**src/rtl/regfile_writeback_pkg.sv**
```systemverilog
// Shared types and constants for the register-file writeback path.
// Entry layout, condition-code reset value and the N/Z/P derivation helper.
package regfile_writeback_pkg;

    localparam int REG_DATA_W = 16;
    localparam int REG_ADDR_W = 3;
    localparam int NUM_REGS   = 8;

    // {n, z, p}
    localparam logic [2:0] CC_RESET = 3'b010;

    typedef struct packed {
        logic [REG_ADDR_W-1:0] dr;
        logic [REG_DATA_W-1:0] value;
        logic                  set_cc;
    } wb_entry_t;

    function automatic logic [2:0] cc_of(input logic [REG_DATA_W-1:0] v);
        logic n;
        logic z;
        n = v[REG_DATA_W-1];
        z = (v == '0);
        return {n, z, !n && !z};
    endfunction

endpackage

```
**src/rtl/regfile_writeback_if.sv**
```systemverilog
// Producer requests, register-file write port, condition codes and hazard query
// of the writeback block; slave is the block side, master the surrounding pipeline.
interface regfile_writeback_if
    import regfile_writeback_pkg::*;
#(
    parameter int DEPTH  = 4,
    parameter int DATA_W = REG_DATA_W,
    parameter int ADDR_W = REG_ADDR_W
);
    localparam int CNT_W = $clog2(DEPTH) + 1;

    logic              alu_valid;
    logic              alu_ready;
    logic [ADDR_W-1:0] alu_dr;
    logic [DATA_W-1:0] alu_value;
    logic              alu_set_cc;

    logic              mem_valid;
    logic              mem_ready;
    logic [ADDR_W-1:0] mem_dr;
    logic [DATA_W-1:0] mem_value;
    logic              mem_set_cc;

    logic              wb_hold;

    logic              reg_we;
    logic [ADDR_W-1:0] reg_dr;
    logic [DATA_W-1:0] reg_wdata;
    logic              cc_n;
    logic              cc_z;
    logic              cc_p;

    logic [ADDR_W-1:0] qry_sr1;
    logic [ADDR_W-1:0] qry_sr2;
    logic              hz_sr1;
    logic              hz_sr2;

    logic [CNT_W-1:0]  count;

    modport slave (
        input  alu_valid, alu_dr, alu_value, alu_set_cc,
        input  mem_valid, mem_dr, mem_value, mem_set_cc,
        input  wb_hold, qry_sr1, qry_sr2,
        output alu_ready, mem_ready,
        output reg_we, reg_dr, reg_wdata, cc_n, cc_z, cc_p,
        output hz_sr1, hz_sr2, count
    );

    modport master (
        output alu_valid, alu_dr, alu_value, alu_set_cc,
        output mem_valid, mem_dr, mem_value, mem_set_cc,
        output wb_hold, qry_sr1, qry_sr2,
        input  alu_ready, mem_ready,
        input  reg_we, reg_dr, reg_wdata, cc_n, cc_z, cc_p,
        input  hz_sr1, hz_sr2, count
    );

endinterface

```
**src/rtl/regfile_writeback_wb_fifo.sv**
```systemverilog
// In-order writeback queue: two ordered push ports (port 0 lands first), one pop port.
// Latency: a push is visible at the head one edge later; no internal bypass.
// Backpressure: none internally; callers must never push beyond free slots.
module wb_fifo
    import regfile_writeback_pkg::*;
#(
    parameter int DEPTH = 4
) (
    input  logic                                clk,
    input  logic                                rst,
    input  logic                                push0,
    input  wb_entry_t                           push0_dat,
    input  logic                                push1,
    input  wb_entry_t                           push1_dat,
    input  logic                                pop,
    output wb_entry_t                           head,
    output logic [$clog2(DEPTH):0]              count,
    output logic [DEPTH-1:0][REG_ADDR_W-1:0]    entry_dr,
    output logic [DEPTH-1:0]                    entry_vld
);
    localparam int PTR_W = $clog2(DEPTH);
    localparam int CNT_W = PTR_W + 1;

    wb_entry_t [DEPTH-1:0] mem;
    logic [PTR_W-1:0]      rd_ptr;
    logic [PTR_W-1:0]      wr_ptr;
    logic [PTR_W-1:0]      wr_ptr1;
    logic [CNT_W-1:0]      cnt;
    logic [PTR_W-1:0]      off;

    // Port 1 goes into the slot after port 0 only when port 0 is also pushing.
    assign wr_ptr1 = wr_ptr + PTR_W'(push0);

    always_ff @(posedge clk) begin
        if (push0) mem[wr_ptr]  <= push0_dat;
        if (push1) mem[wr_ptr1] <= push1_dat;
    end

    always_ff @(posedge clk) begin
        if (rst) begin
            rd_ptr <= '0;
            wr_ptr <= '0;
            cnt    <= '0;
        end else begin
            if (pop) rd_ptr <= rd_ptr + PTR_W'(1);
            wr_ptr <= wr_ptr + PTR_W'(push0) + PTR_W'(push1);
            cnt    <= cnt + CNT_W'(push0) + CNT_W'(push1) - CNT_W'(pop);
        end
    end

    assign head  = mem[rd_ptr];
    assign count = cnt;

    always_comb begin
        off = '0;
        for (int i = 0; i < DEPTH; i++) begin
            off          = PTR_W'(i) - rd_ptr;
            entry_vld[i] = ({1'b0, off} < cnt);
            entry_dr[i]  = mem[i].dr;
        end
    end

endmodule

```
**src/rtl/regfile_writeback.sv**
```systemverilog
// Merges ALU and load results into one in-order queue feeding the register-file write port.
// Latency: push at edge k -> popped at k+1 -> reg_we high after k+1, committed at k+2.
// Backpressure: ready from registered occupancy only; ALU has priority for the last free slot.
module regfile_writeback
    import regfile_writeback_pkg::*;
#(
    parameter int DEPTH  = 4,
    parameter int DATA_W = REG_DATA_W,
    parameter int ADDR_W = REG_ADDR_W
) (
    input  logic                clk,
    input  logic                rst,
    regfile_writeback_if.slave  wb
);
    localparam int CNT_W = $clog2(DEPTH) + 1;
    localparam logic [CNT_W-1:0] DEPTH_C = CNT_W'(DEPTH);
    localparam logic [CNT_W:0]   DEPTH_X = (CNT_W + 1)'(DEPTH);

    logic [CNT_W-1:0]                 fifo_count;
    logic                             alu_push;
    logic                             mem_push;
    logic                             pop;
    wb_entry_t                        alu_ent;
    wb_entry_t                        mem_ent;
    wb_entry_t                        head;
    logic [DEPTH-1:0][REG_ADDR_W-1:0] ent_dr;
    logic [DEPTH-1:0]                 ent_vld;

    logic              reg_we_q;
    logic [ADDR_W-1:0] reg_dr_q;
    logic [DATA_W-1:0] reg_wdata_q;
    logic [2:0]        cc_q;
    logic              hz1;
    logic              hz2;

    assign wb.alu_ready = (fifo_count < DEPTH_C);
    assign wb.mem_ready = (({1'b0, fifo_count} + {{CNT_W{1'b0}}, wb.alu_valid}) < DEPTH_X);

    assign alu_push = wb.alu_valid && wb.alu_ready;
    assign mem_push = wb.mem_valid && wb.mem_ready;
    assign pop      = (fifo_count != '0) && !wb.wb_hold;

    assign alu_ent = '{dr: wb.alu_dr, value: wb.alu_value, set_cc: wb.alu_set_cc};
    assign mem_ent = '{dr: wb.mem_dr, value: wb.mem_value, set_cc: wb.mem_set_cc};

    wb_fifo #(.DEPTH(DEPTH)) u_fifo (
        .clk       (clk),
        .rst       (rst),
        .push0     (alu_push),
        .push0_dat (alu_ent),
        .push1     (mem_push),
        .push1_dat (mem_ent),
        .pop       (pop),
        .head      (head),
        .count     (fifo_count),
        .entry_dr  (ent_dr),
        .entry_vld (ent_vld)
    );

    always_ff @(posedge clk) begin
        if (rst) begin
            reg_we_q    <= 1'b0;
            reg_dr_q    <= '0;
            reg_wdata_q <= '0;
            cc_q        <= CC_RESET;
        end else begin
            reg_we_q <= pop;
            if (pop) begin
                reg_dr_q    <= head.dr;
                reg_wdata_q <= head.value;
                if (head.set_cc) cc_q <= cc_of(head.value);
            end
        end
    end

    // The write on the output port is still pending until the register file commits it.
    always_comb begin
        hz1 = reg_we_q && (reg_dr_q == wb.qry_sr1);
        hz2 = reg_we_q && (reg_dr_q == wb.qry_sr2);
        for (int i = 0; i < DEPTH; i++) begin
            if (ent_vld[i] && (ent_dr[i] == wb.qry_sr1)) hz1 = 1'b1;
            if (ent_vld[i] && (ent_dr[i] == wb.qry_sr2)) hz2 = 1'b1;
        end
    end

    assign wb.reg_we    = reg_we_q;
    assign wb.reg_dr    = reg_dr_q;
    assign wb.reg_wdata = reg_wdata_q;
    assign wb.cc_n      = cc_q[2];
    assign wb.cc_z      = cc_q[1];
    assign wb.cc_p      = cc_q[0];
    assign wb.hz_sr1    = hz1;
    assign wb.hz_sr2    = hz2;
    assign wb.count     = fifo_count;

endmodule

```
**src/flat_wrapper.sv**
```systemverilog
// flat-port wrapper written by rule: the top's interface ports become plain ports
module regfile_writeback_flat import regfile_writeback_pkg::*;
#(
    parameter int DEPTH  = 4,
    parameter int DATA_W = REG_DATA_W,
    parameter int ADDR_W = REG_ADDR_W
)
  (clk, rst, wb_alu_valid, wb_alu_dr, wb_alu_value, wb_alu_set_cc, wb_mem_valid, wb_mem_dr, wb_mem_value, wb_mem_set_cc, wb_wb_hold, wb_qry_sr1, wb_qry_sr2, wb_alu_ready, wb_mem_ready, wb_reg_we, wb_reg_dr, wb_reg_wdata, wb_cc_n, wb_cc_z, wb_cc_p, wb_hz_sr1, wb_hz_sr2, wb_count);
  regfile_writeback_if #(.DEPTH(DEPTH), .DATA_W(DATA_W), .ADDR_W(ADDR_W)) wb_i ();
  input  logic clk;
  input  logic rst;
  input wire logic [$bits(wb_i.alu_valid)-1:0] wb_alu_valid;
  input wire logic [$bits(wb_i.alu_dr)-1:0] wb_alu_dr;
  input wire logic [$bits(wb_i.alu_value)-1:0] wb_alu_value;
  input wire logic [$bits(wb_i.alu_set_cc)-1:0] wb_alu_set_cc;
  input wire logic [$bits(wb_i.mem_valid)-1:0] wb_mem_valid;
  input wire logic [$bits(wb_i.mem_dr)-1:0] wb_mem_dr;
  input wire logic [$bits(wb_i.mem_value)-1:0] wb_mem_value;
  input wire logic [$bits(wb_i.mem_set_cc)-1:0] wb_mem_set_cc;
  input wire logic [$bits(wb_i.wb_hold)-1:0] wb_wb_hold;
  input wire logic [$bits(wb_i.qry_sr1)-1:0] wb_qry_sr1;
  input wire logic [$bits(wb_i.qry_sr2)-1:0] wb_qry_sr2;
  output wire logic [$bits(wb_i.alu_ready)-1:0] wb_alu_ready;
  output wire logic [$bits(wb_i.mem_ready)-1:0] wb_mem_ready;
  output wire logic [$bits(wb_i.reg_we)-1:0] wb_reg_we;
  output wire logic [$bits(wb_i.reg_dr)-1:0] wb_reg_dr;
  output wire logic [$bits(wb_i.reg_wdata)-1:0] wb_reg_wdata;
  output wire logic [$bits(wb_i.cc_n)-1:0] wb_cc_n;
  output wire logic [$bits(wb_i.cc_z)-1:0] wb_cc_z;
  output wire logic [$bits(wb_i.cc_p)-1:0] wb_cc_p;
  output wire logic [$bits(wb_i.hz_sr1)-1:0] wb_hz_sr1;
  output wire logic [$bits(wb_i.hz_sr2)-1:0] wb_hz_sr2;
  output wire logic [$bits(wb_i.count)-1:0] wb_count;
  assign wb_i.alu_valid = wb_alu_valid;
  assign wb_i.alu_dr = wb_alu_dr;
  assign wb_i.alu_value = wb_alu_value;
  assign wb_i.alu_set_cc = wb_alu_set_cc;
  assign wb_i.mem_valid = wb_mem_valid;
  assign wb_i.mem_dr = wb_mem_dr;
  assign wb_i.mem_value = wb_mem_value;
  assign wb_i.mem_set_cc = wb_mem_set_cc;
  assign wb_i.wb_hold = wb_wb_hold;
  assign wb_i.qry_sr1 = wb_qry_sr1;
  assign wb_i.qry_sr2 = wb_qry_sr2;
  assign wb_alu_ready = wb_i.alu_ready;
  assign wb_mem_ready = wb_i.mem_ready;
  assign wb_reg_we = wb_i.reg_we;
  assign wb_reg_dr = wb_i.reg_dr;
  assign wb_reg_wdata = wb_i.reg_wdata;
  assign wb_cc_n = wb_i.cc_n;
  assign wb_cc_z = wb_i.cc_z;
  assign wb_cc_p = wb_i.cc_p;
  assign wb_hz_sr1 = wb_i.hz_sr1;
  assign wb_hz_sr2 = wb_i.hz_sr2;
  assign wb_count = wb_i.count;
  regfile_writeback #(.DEPTH(DEPTH), .DATA_W(DATA_W), .ADDR_W(ADDR_W)) u_core (.clk(clk), .rst(rst), .wb(wb_i));
endmodule
```
**config.mk**
```make
export PLATFORM = sky130hd
export DESIGN_NAME = regfile_writeback_flat
export DESIGN_NICKNAME = d
export VERILOG_FILES = /design/src/rtl/regfile_writeback_pkg.sv /design/src/rtl/regfile_writeback_if.sv /design/src/rtl/regfile_writeback_wb_fifo.sv /design/src/rtl/regfile_writeback.sv /design/src/flat_wrapper.sv
export SDC_FILE = /design/constraint.sdc
export NUM_CORES = 1
export LEC_CHECK = 0
export ABC_AREA = 1
export ABC_CLOCK_PERIOD_IN_PS = 4720
export CAP_MARGIN = 5
export CORE_ASPECT_RATIO = 1.5
export CORE_UTILIZATION = 60
export CTS_CLUSTER_DIAMETER = 60
export DETAILED_ROUTE_END_ITERATION = 6
export PLACE_DENSITY = 0.95
export SYNTH_ARGS = -nofsm -noshare
export SYNTH_HDL_FRONTEND = slang
export SYNTH_SLANG_ARGS = --single-unit
```
**constraint.sdc**
```tcl
create_clock -name clk -period 4.72 [get_ports clk]
set_input_delay 0.708 -clock clk [delete_from_list [all_inputs] [get_ports clk]]
set_output_delay 0.708 -clock clk [all_outputs]
set_load 0.01 [all_outputs]
```
=== After elaboration in Yosys (flattened, before gate mapping) ===
Cells that the tools add are included.

* Add/subtract/negate cells: 11
* $lt $le $gt $ge: 11
* Equal/unequal tests: 10
* Muxes and demuxes: 18
* Reductions and logical operators: 22

{| class="wikitable"
|+ Operator list
! cell !! count
|-
| 80-bit bitwise mux || 2
|-
| 80-bit 2-to-1 mux || 2
|-
| 20-bit demux with 2-bit select || 2
|-
| 20-bit 2-to-1 mux || 3
|-
| 20-bit binary-select mux with 2-bit select || 1
|-
| 3-bit equality test || 10
|-
| 1-bit logical AND || 16
|-
| 16-bit logical NOT || 1
|-
| 2-bit by 3-bit < comparator with 1-bit output || 4
|-
| 2-bit by 3-bit < comparator with 1-bit output (second input constant) || 3
|-
| 1-bit 2-to-1 mux || 8
|-
| 3-bit by 1-bit adder with 3-bit output || 2
|-
| 2-bit by 1-bit adder with 2-bit output || 2
|-
| 3-bit by 1-bit adder with 4-bit output || 1
|-
| 2-bit by 1-bit >= comparator with 1-bit output (second input constant) || 2
|-
| 4-bit by 3-bit < comparator with 1-bit output (second input constant) || 1
|-
| 1-bit by 2-bit subtractor with 2-bit output (first input constant) || 2
|-
| 2-bit subtractor (first input constant) || 2
|-
| 1-bit logical NOT || 3
|-
| 3-bit < comparator (second input constant) || 1
|-
| 3-bit nonzero test || 1
|-
| 3-bit by 1-bit subtractor with 3-bit output || 1
|-
| 2-bit by 1-bit adder with 2-bit output (second input constant) || 1
|-
| 2-bit AND reduction || 1
|}

* Register bits: 110
* Input bits: 51

=== Depth between registers and ports, before layout ===
* Depth after elaboration: 9
* Depth in mapped cells: 13
* Gate-level depth less buffers: 11

=== Cells and area by module ===
A second synthesis with hierarchy kept.

* Cell total of the unflattened synthesis: 1,062
* Area, all modules: 6,525.0 um2

{| class="wikitable"
|+ By module, submodules not included
! module !! times used !! cells each !! area an instance (um2)
|-
| wb_fifo || 1 || 820 || 5,063.6
|-
| regfile_writeback || 1 || 242 || 1,461.4
|}

=== Worst setup path before layout ===
No wires, ideal clock.

* Path kind: input to register
* From: input port wb_alu_valid
* To: register u_core.u_fifo.cnt[2] (netlist: u_core.u_fifo.count[2])
* Library setup time: 0.128 ns
* Data arrival time: 2.382 ns
* Data required time: 4.592 ns
* Slack: 2.210 ns
* Cell stages on the path: 10
* Path buffers: 0
* Cells stage by stage: nand3_1 nand2_1 and3_4 nand2_4 ha_1 inv_1 fa_1 fa_1 xor2_1 nor2_1

* Cells in the longest elaborated chain, start to end: 5
* Elaborated cells between the ends (all ways): 7
* Those cells by class: add/sub (4); order compare (1); reduce/logical (2)

{| class="wikitable"
|+ Ends and longest elaborated chain
! what !! RTL line !! RTL
|-
| from (decl) || flat_wrapper.sv:12 || <nowiki>input wire logic [$bits(wb_i.alu_valid)-1:0] wb_alu_valid;</nowiki>
|-
| 3-bit by 1-bit adder with 4-bit output || regfile_writeback.sv:37 || <nowiki>assign wb.mem_ready = (({1'b0, fifo_count} + {{CNT_W{1'b0}}, wb.alu_valid}) < DEPTH_X);</nowiki>
|-
| 4-bit by 3-bit < comparator with 1-bit output || regfile_writeback.sv:37 ||
|-
| net wb_mem_ready || flat_wrapper.sv:24 || <nowiki>output wire logic [$bits(wb_i.mem_ready)-1:0] wb_mem_ready;</nowiki>
|-
| 1-bit logical AND || regfile_writeback.sv:40 || <nowiki>assign mem_push = wb.mem_valid && wb.mem_ready;</nowiki>
|-
| 3-bit by 1-bit adder with 3-bit output || regfile_writeback_wb_fifo.sv:47 || <nowiki>cnt <= cnt + CNT_W'(push0) + CNT_W'(push1) - CNT_W'(pop);</nowiki>
|-
| 3-bit by 1-bit subtractor with 3-bit output || regfile_writeback_wb_fifo.sv:47 ||
|-
| to (signal assigned) || regfile_writeback_wb_fifo.sv:47 ||
|-
| to (decl) || regfile_writeback_wb_fifo.sv:28 || <nowiki>logic [CNT_W-1:0] cnt;</nowiki>
|}

The timed path passes the listed nets, and every way through them passes these cells.
A chain may end at the register's enable or synchronous reset.

=== Final worst setup path ===
* From: register u_core.u_fifo.rd_ptr[0]
* To: output port wb_hz_sr1

* Cells in the longest elaborated chain, start to end: 7
* Elaborated cells between the ends (all ways): 16
* Those cells by class: add/sub (4); order compare (4); mux (4); reduce/logical (4)

{| class="wikitable"
|+ Ends and longest elaborated chain
! what !! RTL line !! RTL
|-
| from (decl) || regfile_writeback_wb_fifo.sv:25 || <nowiki>logic [PTR_W-1:0] rd_ptr;</nowiki>
|-
| from (signal assigned) || regfile_writeback_wb_fifo.sv:45 || <nowiki>if (pop) rd_ptr <= rd_ptr + PTR_W'(1);</nowiki>
|-
| 1-bit by 2-bit subtractor with 2-bit output || regfile_writeback_wb_fifo.sv:57 || <nowiki>off = PTR_W'(i) - rd_ptr;</nowiki>
|-
| 2-bit by 3-bit < comparator with 1-bit output || regfile_writeback_wb_fifo.sv:58 || <nowiki>entry_vld[i] = ({1'b0, off} < cnt);</nowiki>
|-
| 1-bit logical AND || regfile_writeback.sv:81 || <nowiki>if (ent_vld[i] && (ent_dr[i] == wb.qry_sr1)) hz1 = 1'b1;</nowiki>
|-
| 1-bit 2-to-1 mux (3 in a row) || regfile_writeback.sv:81 ||
|-
| 1-bit 2-to-1 mux (*) || regfile_writeback.sv:81 ||
|-
| to (decl) || flat_wrapper.sv:31 || <nowiki>output wire logic [$bits(wb_i.hz_sr1)-1:0] wb_hz_sr1;</nowiki>
|}

Mark *: on every way between the ends. The rest lies on a longest branch, timed or not.

==> qor.yml <==
outcome: "finished, violations left"
violations: "design-rule violations"
nets: 859
cp.required_ns: 4.01
start_util_pct: 62.8
synth_edf_count: 0
hold_buffers: 0
cts_max_path_buffers: 2
synth_commonest_cells: "nand2_1, dfxtp_1, mux2i_1, o21ai_2, o21ai_0"
post_cts_buffers: 0
antenna_cells: 0
r2r_start: "u_core.u_fifo.count[0]"
yosysMostFrequentCell: "nand2_1"
relSlewSlack_pct: 51.9
clockRootBuffer: "clkbuf_16"
die_y_um: 126
insertion_delay_ns: 0.35
cts.sinks: 110
cts_tree: "built"
setup_viol: 0
whs_path_depth: 2
hold_path_end: "u_core.cc_q[1]"
grt_pass1_wl_mm: 28.4
synth_warnings: 0
start_kind: "register"
synth_flop_cell: "dfxtp_1"
rows: 44
powerDensity_nw_per_um2: 703
period_needed_ns: 3.81
switching_power_mw: 2.12
setup_tns_ns: 0
synth_area_leaders: "dfxtp_1, nand2_1, mux2i_1"
slowest_delay_ns: 0.54
ir_drop_uv: 352
max_freq_mhz: 262
wl_per_cell_um: 18.5
switching_share_pct: 42.4
path_cells: "buf_4, inv_2, nand2_1, nand3_1, o21ai_0, nor4_1, a21oi_1, nand3_1, clkdlybuf4s50_1"
pwr-share-comb_pct: 50.2
timing.max_cap.violations: 0
end_kind: "output pin"
skew_ns: 0.00379
slowest_stage: "dfxtp_1"
drive_gt1_share_pct: 14.7
cts_resized: 0
die_area_um2: 10700
grt_use_total_pct: 34.0
criticalPathCategory: "register to output pin"
rr_worst_depth: 9
synthCells: 745
path_common_cell: "nand3_1"
drt_wl_total_mm: 17.0
drc: 8
r2r-end: "u_core.u_fifo.count[2]"
seq_power_share_pct: 34.8
hp-class: "register to register"
via_per_inst: 6.22
die_w_um: 84.7
syn_area_per_cell_um2: 8.26
synth.distinct_cells: 35
ant_nets: 0
arrival_ns: 3.11
antenna_found_initial: 0
grt_pass1_vias: 5904
finalHoldViolations: 0
hpwl_mm: 11.8
cts_made_buffers: 9
intPower_mw: 2.88
ios: 81
grt-ovfl-total: 0
io_buffers: 80
clk_pin_slew_ns: 0.07
vias: 5700
area_delta_synth_final_pct: 15.7
synth_seq_cells: 110
hold_start: "u_core.cc_q[1]"
path_max_fanout: 38
synth-async-reset-ratio_pct: 0
firstDrtPassIters: 7
syn_area_um2: 6150
yosysTopAreaCell: "dfxtp_1"
clockPowerShare_pct: 15.0
fin_crit_sh_pct: 80.8
core_area_um2: 9800
synth-seq-area-share_pct: 35.8
grt_start_max_net_pins: 46
synthesis.nets: 806
holdWs_ns: 0.487
r2r_slack_ns: 1.94
synth_top_cell_area_share_pct: 35.8
report.final.slew_viol_count: 0
rsz0062_at_grt: "false"
h-tree-depth: 3
gp_congestion: 1.08
p_leak_nw: 3.37
tightest_slew_ns: 0.721
drtIter0Drc: 555
logic make-up after synthesis:
family | after synthesis | share of synthesized area, %
compound gates | 135 | 16.5
xor+xnor | 31 | 4.41
fa+ha+maj | 10 | 2.28
buf+inv | 72 | 7.10
flops | 110 | 35.8
mux | 80 | 13.0
simple gates | 307 | 20.9
power groups by stage:
| stage | Combinational, mW | Clock (mW) | Sequential [mW] |
|---|---|---|---|
| after global placement | 2.33 | 0 | 1.71 |
| after CTS | 2.49 | 0.755 | 1.72 |
| after floorplan | 1.89 | 0 | 1.65 |
| after detailed placement | 2.46 | 0 | 1.73 |
| after global routing | 2.75 | 0.797 | 1.78 |
| final | 2.51 | 0.752 | 1.74 |
layer usage:
metal	GRT usage, %	share of wire (%)	vias to the layer above
met5	0	0	-
met4	22.6	6.3	0
met3	7.47	6.7	103
met2	60.5	52	306
met1	35.3	35	2697
li1	-	-	2594
through the flow:
step	cell area [µm²]	worst slack (ns)	std cells	power [mW]	utilization, %
6_report	7120	0.906	917	5.00	72.7
5_1_grt	7120	0.739	917	5.32	72.7
4_1_cts	7120	0.978	917	4.97	72.7
3_5_place_dp	6830	1.36	902	4.20	69.7
3_3_place_gp	6830	1.47	902	4.04	69.7
2_1_floorplan	6150	2.21	745	3.54	-
cell type report:
type,instances,area (µm²)
flip-flops and latches,110,2200
well taps,115,144
inverters,23,86.3
fillers,707,2680
repair buffers,91,883
multi-input cells,563,3510
clock buffers,12,246
clock inverters,3,45.0
worst max path at each step:
stage,to,slack [ns],start,cells past startpoint
floorplan,u_core.u_fifo.count[2],2.21,wb_alu_valid,10
global placement,wb_hz_sr1,1.47,u_core.u_fifo.rd_ptr[1],9
detailed placement,wb_hz_sr2,1.36,u_core.u_fifo.rd_ptr[1],8
CTS,wb_hz_sr2,0.98,u_core.u_fifo.rd_ptr[1],8
global route,wb_hz_sr2,0.74,u_core.u_fifo.rd_ptr[1],8
finish,wb_hz_sr1,0.91,u_core.u_fifo.rd_ptr[0],9
flip-flops by register name, summed over array words and instances, names as in the netlist:
name                    flops
u_core.wb.reg_we            1
u_core.u_fifo.wr_ptr        2
u_core.cc_q                 3
u_core.u_fifo.entry_dr     12
u_core.u_fifo.mem          68
u_core.wb.reg_wdata        16
u_core.u_fifo.count         3
u_core.wb.reg_dr            3
u_core.u_fifo.rd_ptr        2
worst max-delay path, delay by kind of cell (launching register included):
kind / cells / cell delay [ns]
AOI/OAI and AO/OA: 2 / 0.20
buffers and inverters: 3 / 1.41
DFF: 1 / 0.54
and+or+nand+nor: 4 / 0.59
cells in the final DEF, fill, tap and decap left out, types with 4 or more instances in the layout:
cell / instances
nor3_1: 5
dfxtp_1: 110
nand4_1: 7
a31oi_1: 16
xnor2_1: 12
ha_1: 8
o21ai_2: 80
nor2_1: 21
o21ai_0: 24
mux2i_1: 80
xor2_1: 19
nor3_4: 4
buf_4: 11
clkbuf_16: 9
nand3_1: 14
inv_1: 19
a21oi_1: 8
nand2_1: 244
clkdlybuf4s50_1: 80
Note: power is estimated with default switching activity, not from simulation.
